$ cat config.mk
export PLATFORM = sky130hd
export DESIGN_NAME = conv_window_gen
export DESIGN_NICKNAME = d
export VERILOG_FILES = /design/src/rtl/conv_window_gen.sv
export SDC_FILE = /design/constraint.sdc
export NUM_CORES = 2
export LEC_CHECK = 0
export ABC_AREA = 1
export ABC_CLOCK_PERIOD_IN_PS = 22600
export CAP_MARGIN = 40
export CORE_MARGIN = 4
export CORE_UTILIZATION = 60
export CTS_BUF_LIST = sky130_fd_sc_hd__clkbuf_8
export DETAILED_ROUTE_END_ITERATION = 10
export HOLD_SLACK_MARGIN = 0.15
export PLACE_DENSITY = 0.79
export SYNTH_ARGS = -nofsm -noshare
export SYNTH_HDL_FRONTEND = slang
export SYNTH_SLANG_ARGS = --single-unit
$ cat constraint.sdc
create_clock -name clk -period 22.6 [get_ports clk]
set_input_delay 4.52 -clock clk [delete_from_list [all_inputs] [get_ports clk]]
set_output_delay 4.52 -clock clk [all_outputs]
set_load 0.02 [all_outputs]
$ cat src/rtl/conv_window_gen.sv
// conv_window_gen: parametrised KxK sliding-window generator.
// Buffers K-1 lines and emits one flattened window per stride hit.
module conv_window_gen #(
    parameter int DATA_WIDTH = 8,
    parameter int CHANNELS   = 1,
    parameter int IMG_WIDTH  = 28,
    parameter int IMG_HEIGHT = 28,
    parameter int KERNEL     = 5,
    parameter int STRIDE     = 1,
    localparam int PIX_W     = DATA_WIDTH * CHANNELS,
    localparam int XW        = $clog2(IMG_WIDTH),
    localparam int YW        = $clog2(IMG_HEIGHT)
) (
    input  logic                            clk,
    input  logic                            rst,
    input  logic                            in_valid,
    output logic                            in_ready,
    input  logic [PIX_W-1:0]                in_data,
    input  logic                            in_sof,
    output logic                            out_valid,
    input  logic                            out_ready,
    output logic [KERNEL*KERNEL*PIX_W-1:0]  win_out,
    output logic                            win_first,
    output logic                            win_last,
    output logic [XW-1:0]                   out_x,
    output logic [YW-1:0]                   out_y
);

    localparam int SW = (STRIDE > 1) ? $clog2(STRIDE) : 1;
    localparam int OW = (IMG_WIDTH - KERNEL) / STRIDE + 1;
    localparam int OH = (IMG_HEIGHT - KERNEL) / STRIDE + 1;

    localparam logic [XW-1:0] X_LAST  = XW'(IMG_WIDTH - 1);
    localparam logic [YW-1:0] Y_LAST  = YW'(IMG_HEIGHT - 1);
    localparam logic [XW-1:0] X_K     = XW'(KERNEL - 1);
    localparam logic [YW-1:0] Y_K     = YW'(KERNEL - 1);
    localparam logic [XW-1:0] OX_LAST = XW'(OW - 1);
    localparam logic [YW-1:0] OY_LAST = YW'(OH - 1);
    localparam logic [SW-1:0] S_LAST  = SW'(STRIDE - 1);

    logic              rdy_en;
    logic              acc;

    logic [XW-1:0]     x_cnt;
    logic [YW-1:0]     y_cnt;
    logic [SW-1:0]     xph;
    logic [SW-1:0]     yph;
    logic [XW-1:0]     ox_cnt;
    logic [YW-1:0]     oy_cnt;

    // position and stride phase of the pixel being offered
    logic [XW-1:0]     px;
    logic [YW-1:0]     py;
    logic [SW-1:0]     cur_xph;
    logic [SW-1:0]     cur_yph;
    logic [XW-1:0]     cur_ox;
    logic [YW-1:0]     cur_oy;
    logic              x_end;
    logic              y_end;
    logic              win_hit;

    logic [SW-1:0]     xph_n;
    logic [XW-1:0]     ox_n;
    logic [SW-1:0]     yph_n;
    logic [YW-1:0]     oy_n;

    logic [PIX_W-1:0]  lb  [KERNEL-1][IMG_WIDTH];
    logic [PIX_W-1:0]  tap [KERNEL-1];
    logic [PIX_W-1:0]  col [KERNEL];

    // Older K-1 columns are registered; the newest column is the
    // live input column, so the window is complete on the accept edge.
    logic [PIX_W-1:0]  win [KERNEL][KERNEL-1];
    logic [KERNEL*KERNEL*PIX_W-1:0] win_nxt;

    assign in_ready = rdy_en && (!out_valid || out_ready);
    assign acc      = in_valid && in_ready;

    assign px       = in_sof ? '0 : x_cnt;
    assign py       = in_sof ? '0 : y_cnt;
    assign cur_xph  = in_sof ? '0 : xph;
    assign cur_yph  = in_sof ? '0 : yph;
    assign cur_ox   = in_sof ? '0 : ox_cnt;
    assign cur_oy   = in_sof ? '0 : oy_cnt;
    assign x_end    = (px == X_LAST);
    assign y_end    = (py == Y_LAST);

    assign win_hit  = (px >= X_K) && (py >= Y_K) &&
                      (cur_xph == '0) && (cur_yph == '0);

    // stride phase and output index for the column after px
    always_comb begin
        xph_n = '0;
        ox_n  = '0;
        if (!x_end && (px >= X_K)) begin
            if (cur_xph == S_LAST) begin
                xph_n = '0;
                ox_n  = cur_ox + 1'b1;
            end else begin
                xph_n = cur_xph + 1'b1;
                ox_n  = cur_ox;
            end
        end
    end

    // stride phase and output index for the line after py
    always_comb begin
        yph_n = '0;
        oy_n  = '0;
        if (!y_end && (py >= Y_K)) begin
            if (cur_yph == S_LAST) begin
                yph_n = '0;
                oy_n  = cur_oy + 1'b1;
            end else begin
                yph_n = cur_yph + 1'b1;
                oy_n  = cur_oy;
            end
        end
    end

    // line-buffer taps at the current column
    always_comb begin
        for (int j = 0; j < KERNEL - 1; j++) begin
            tap[j] = lb[j][px];
        end
    end

    // column entering the window: bottom row is the live pixel
    always_comb begin
        for (int r = 0; r < KERNEL - 1; r++) begin
            col[r] = tap[KERNEL-2-r];
        end
        col[KERNEL-1] = in_data;
    end

    // flattened window as it stands after this pixel shifts in
    always_comb begin
        win_nxt = '0;
        for (int r = 0; r < KERNEL; r++) begin
            for (int c = 0; c < KERNEL - 1; c++) begin
                win_nxt[(r*KERNEL+c)*PIX_W +: PIX_W] = win[r][c];
            end
            win_nxt[(r*KERNEL+KERNEL-1)*PIX_W +: PIX_W] = col[r];
        end
    end

    // cascaded line buffers, addressed by column
    always_ff @(posedge clk) begin
        if (acc) begin
            lb[0][px] <= in_data;
            for (int j = 1; j < KERNEL - 1; j++) begin
                lb[j][px] <= tap[j-1];
            end
        end
    end

    // window column shift, oldest column drops out at c=0
    always_ff @(posedge clk) begin
        if (acc) begin
            for (int r = 0; r < KERNEL; r++) begin
                for (int c = 0; c < KERNEL - 2; c++) begin
                    win[r][c] <= win[r][c+1];
                end
                win[r][KERNEL-2] <= col[r];
            end
        end
    end

    // input enable rises one cycle after reset release
    always_ff @(posedge clk or posedge rst) begin
        if (rst) begin
            rdy_en <= 1'b0;
        end else begin
            rdy_en <= 1'b1;
        end
    end

    // raster position and stride phase counters
    always_ff @(posedge clk or posedge rst) begin
        if (rst) begin
            x_cnt  <= '0;
            y_cnt  <= '0;
            xph    <= '0;
            yph    <= '0;
            ox_cnt <= '0;
            oy_cnt <= '0;
        end else if (acc) begin
            x_cnt  <= x_end ? '0 : px + 1'b1;
            xph    <= xph_n;
            ox_cnt <= ox_n;
            if (x_end) begin
                y_cnt  <= y_end ? '0 : py + 1'b1;
                yph    <= yph_n;
                oy_cnt <= oy_n;
            end else begin
                y_cnt  <= py;
                yph    <= cur_yph;
                oy_cnt <= cur_oy;
            end
        end
    end

    // output register: load on hit, clear on consume
    always_ff @(posedge clk or posedge rst) begin
        if (rst) begin
            out_valid <= 1'b0;
            win_out   <= '0;
            win_first <= 1'b0;
            win_last  <= 1'b0;
            out_x     <= '0;
            out_y     <= '0;
        end else if (acc && win_hit) begin
            out_valid <= 1'b1;
            win_out   <= win_nxt;
            win_first <= (cur_ox == '0) && (cur_oy == '0);
            win_last  <= (cur_ox == OX_LAST) && (cur_oy == OY_LAST);
            out_x     <= cur_ox;
            out_y     <= cur_oy;
        end else if (out_ready) begin
            out_valid <= 1'b0;
        end
    end

endmodule

==> impl_metrics.yaml <==
outcome:
  outcome: "complete, no violations"
worst_hold_path:
  hold-path-cell-count: 2
  min-delay-start: "win[4][28]"
  hold_path_end: "win_out[164]"
  min_path_type: "reg -> reg"
logic_synthesis:
  ys_warn_count: 0
  syn-cell-area_mm2: 0.05112
  synth_nets: 4576
  seq_area_frac_synth: 0.7353
  ys_types: 33
  ys_ff_latch: 1291
  yosysTopAreaCell: "edfxtp_1"
  yosys.area.top_type_share: 0.6203
  syn_area_per_cell_um2: 11.23
  synth_area_leaders: "edfxtp_1 (62%), nand2_1 (12%), dfrtp_1 (12%)"
  syn_inst: 4553
detailed_routing:
  wl_per_cell_um: 20.68
  num_vias: 34470
  viasPerCell: 5.617
  drt_wl_total_mm: 126.9
  drt_iter0_drc: 4085
  dr.pass1.iters: 8
  ant_nets: 0
  drc: 0
grt:
  grt_max_degree: 179
  gr-total-overflow: 0
  grt_pass1_wl_mm: 193.2
  grt_pass1_vias: 33340
  antenna_found_initial: 3
  grt_usage: 0.2815
worst_setup_path:
  cp_common_cell: "clkdlybuf4s50_1"
  rrSetupSlack_ns: 17.63
  critPathCaptureType: "output pin"
  crit_arrival_ns: 5.85
  crit_type: "in -> out"
  r2r-start: "x_cnt[2]"
  start_kind: "input port"
  slowest_stage: "clkdlybuf4s50_1"
  reg2regPathDepth: 12
  cp_data_required_time_ns: 18.08
  max_stage_delay_ns: 0.60
  timing.rr.end: "win_last"
  path_cells: "clkdlybuf4s50_1 > inv_1 > nand2_1 > and2_1 > clkdlybuf4s50_1"
  worstPathMaxFanout: 2
  crit_buf_inv: 3
  critical-path-top-delay-family: "buffers and inverters"
final_layout:
  nNetsFinal: 4868
  layout_common_cells: "nand2_1 (1,586), edfxtp_1 (1,056), inv_1 (442)"
  final_area_mm2: 0.05871
  area_growth_pct: 14.84
  drive_above_1_share: 0.07982
  mostFrequentLayoutCell: "nand2_1"
clock_network:
  cts_buffers: 189
  cts_tree: "yes"
  holdBufCountCts: 0
  clk_path_buf_depth: 3
  clkTransAtPathRegs_ns: 0.06
  cts_resized: 0
  clock_sinks: 1291
  clock_latency_ns: 0.86
  h-tree-depth: 4
  post_cts_buffers: 0
  cts_root_buffer: "clkbuf_8"
place:
  detailed_place_hpwl_mm: 71.54
  placed_area_mm2: 0.05517
  gp_congestion: 0.8522
  io_buffers: 226
  dpl_worst_slack_ns: 12.23
timing:
  report.final.slew_viol_count: 0
  relSlewSlack: 0.3423
  final.period_utilization: 0.4590
  period_minus_slack_ns: 10.37
  setup_violations: 0
  tns_ns: 0
  worstMarginPinSlew_ns: 0.9866
  fin_ws_ns: 12.23
  finalHoldViolations: 0
  fmax_mhz: 96.41
  grt_setup_unrepaired: "false"
  clock_skew_ns: 0.03630
floorplan:
  coreArea_mm2: 0.08409
  initial_core_util: 0.6080
  num_rows: 106
  die_w_um: 299.9
  dieArea_mm2: 0.08994
  die_y_um: 299.9
  ioPinCount: 227
flow_run:
  maxCapViolations: 0
power:
  p_per_area_mw_per_mm2: 93.60
  peakVddDrop_v: 0.00007134
  leakage_nw: 24.46
==> kinds of logic (layout without fill, tap and decap cells) <==
family	Yosys count	in the layout	synth area share
AOI/OAI and AO/OA	309	309	0.03113
xor gates and xnor gates	5	5	0.0008566
adders and majority gates	10	10	0.002448
buffers and inverters	595	1041	0.04775
DFF	1291	1291	0.7353
other	1	5	0.00007335
and+or+nand+nor	2342	2342	0.1824
==> through the flow <==
stage	utilization	cells	power, W	hold slack, ns
after detailed placement	0.6561	5788	0.003794	0.4263
after global routing	0.6981	6136	0.005709	0.4500
final	0.6982	6137	0.005495	0.4393
after global placement	0.6487	5756	0.003718	0.4218
after floorplan	-	4553	0.003369	0.4184
after CTS	0.6981	6133	0.005506	0.4355
==> sequential cells by signal, summed over array words and instances, names as in the netlist <==
| register | flops |
|---|---|
| rdy_en | 1 |
| yph | 1 |
| win_out | 200 |
| oy_cnt | 5 |
| y_cnt | 5 |
| x_cnt | 5 |
| lb | 896 |
| win | 160 |
| ox_cnt | 5 |
| win_first | 1 |
| out_y | 5 |
| out_x | 5 |
| out_valid | 1 |
| win_last | 1 |
==> worst min-delay path, cell delays in order, from the launching register on <==
cell and delay [ns]:
edfxtp_1 0.32, nand2_1 0.05, nand2_1 0.04
==> layer usage <==
metal  up-vias  share of wire  wire length, µm  GRT usage
li1      15630              -                -          -
met1     16500           0.38            47680     0.3767
met2      1964           0.48            60410     0.4525
met3       371           0.10            13160    0.05647
met4         0          0.044             5642     0.1289
met5         -              0                0          0
==> Yosys cell counts, drive strengths merged <==
cell	number
nor3	2
clkinv	1
o221ai	1
conb	1
o21ai	255
buf	161
edfxtp	1056
o211ai	8
a211oi	2
nand3	344
a21oi	33
nor2	385
or2	8
inv	376
and2	5
xnor2	1
nand4	4
xor2	4
o22ai	7
ha	10
nand2	1594
a22oi	2
clkbuf	57
o31ai	1
dfrtp	235
==> report_power, final <==
part	total, W	leakage, nW	switching [W]	internal (W)
Clock	0.00174	2.11	0.000862	0.000874
Combinational	0.000883	9.60	0.000603	0.000280
Sequential	0.00288	12.8	0.0000580	0.00282
==> how the worst max path moves through the flow <==
stage | start | endpoint | slack (ns) | cells after the start
after floorplan | rst | out_valid | 11.63 | 1
after global placement | in_sof | win_last | 12.04 | 12
after detailed placement | out_ready | in_ready | 12.23 | 5
after CTS | out_ready | in_ready | 12.22 | 5
after global routing | out_ready | in_ready | 12.15 | 5
final | out_ready | in_ready | 12.23 | 5
==> cell type report <==
| class | instances | area, µm² |
|---|---|---|
| sequential | 1291 | 37590 |
| timing repair buffer | 319 | 3383 |
| multi-input combinational | 2667 | 11340 |
| inverter | 377 | 1440 |
| clock inverter | 139 | 691.9 |
| tap | 1134 | 1419 |
| antenna | 4 | 10.01 |
| fill | 5630 | 25380 |
| clock buffer | 206 | 2835 |
Note: power is estimated with default switching activity, not from simulation.
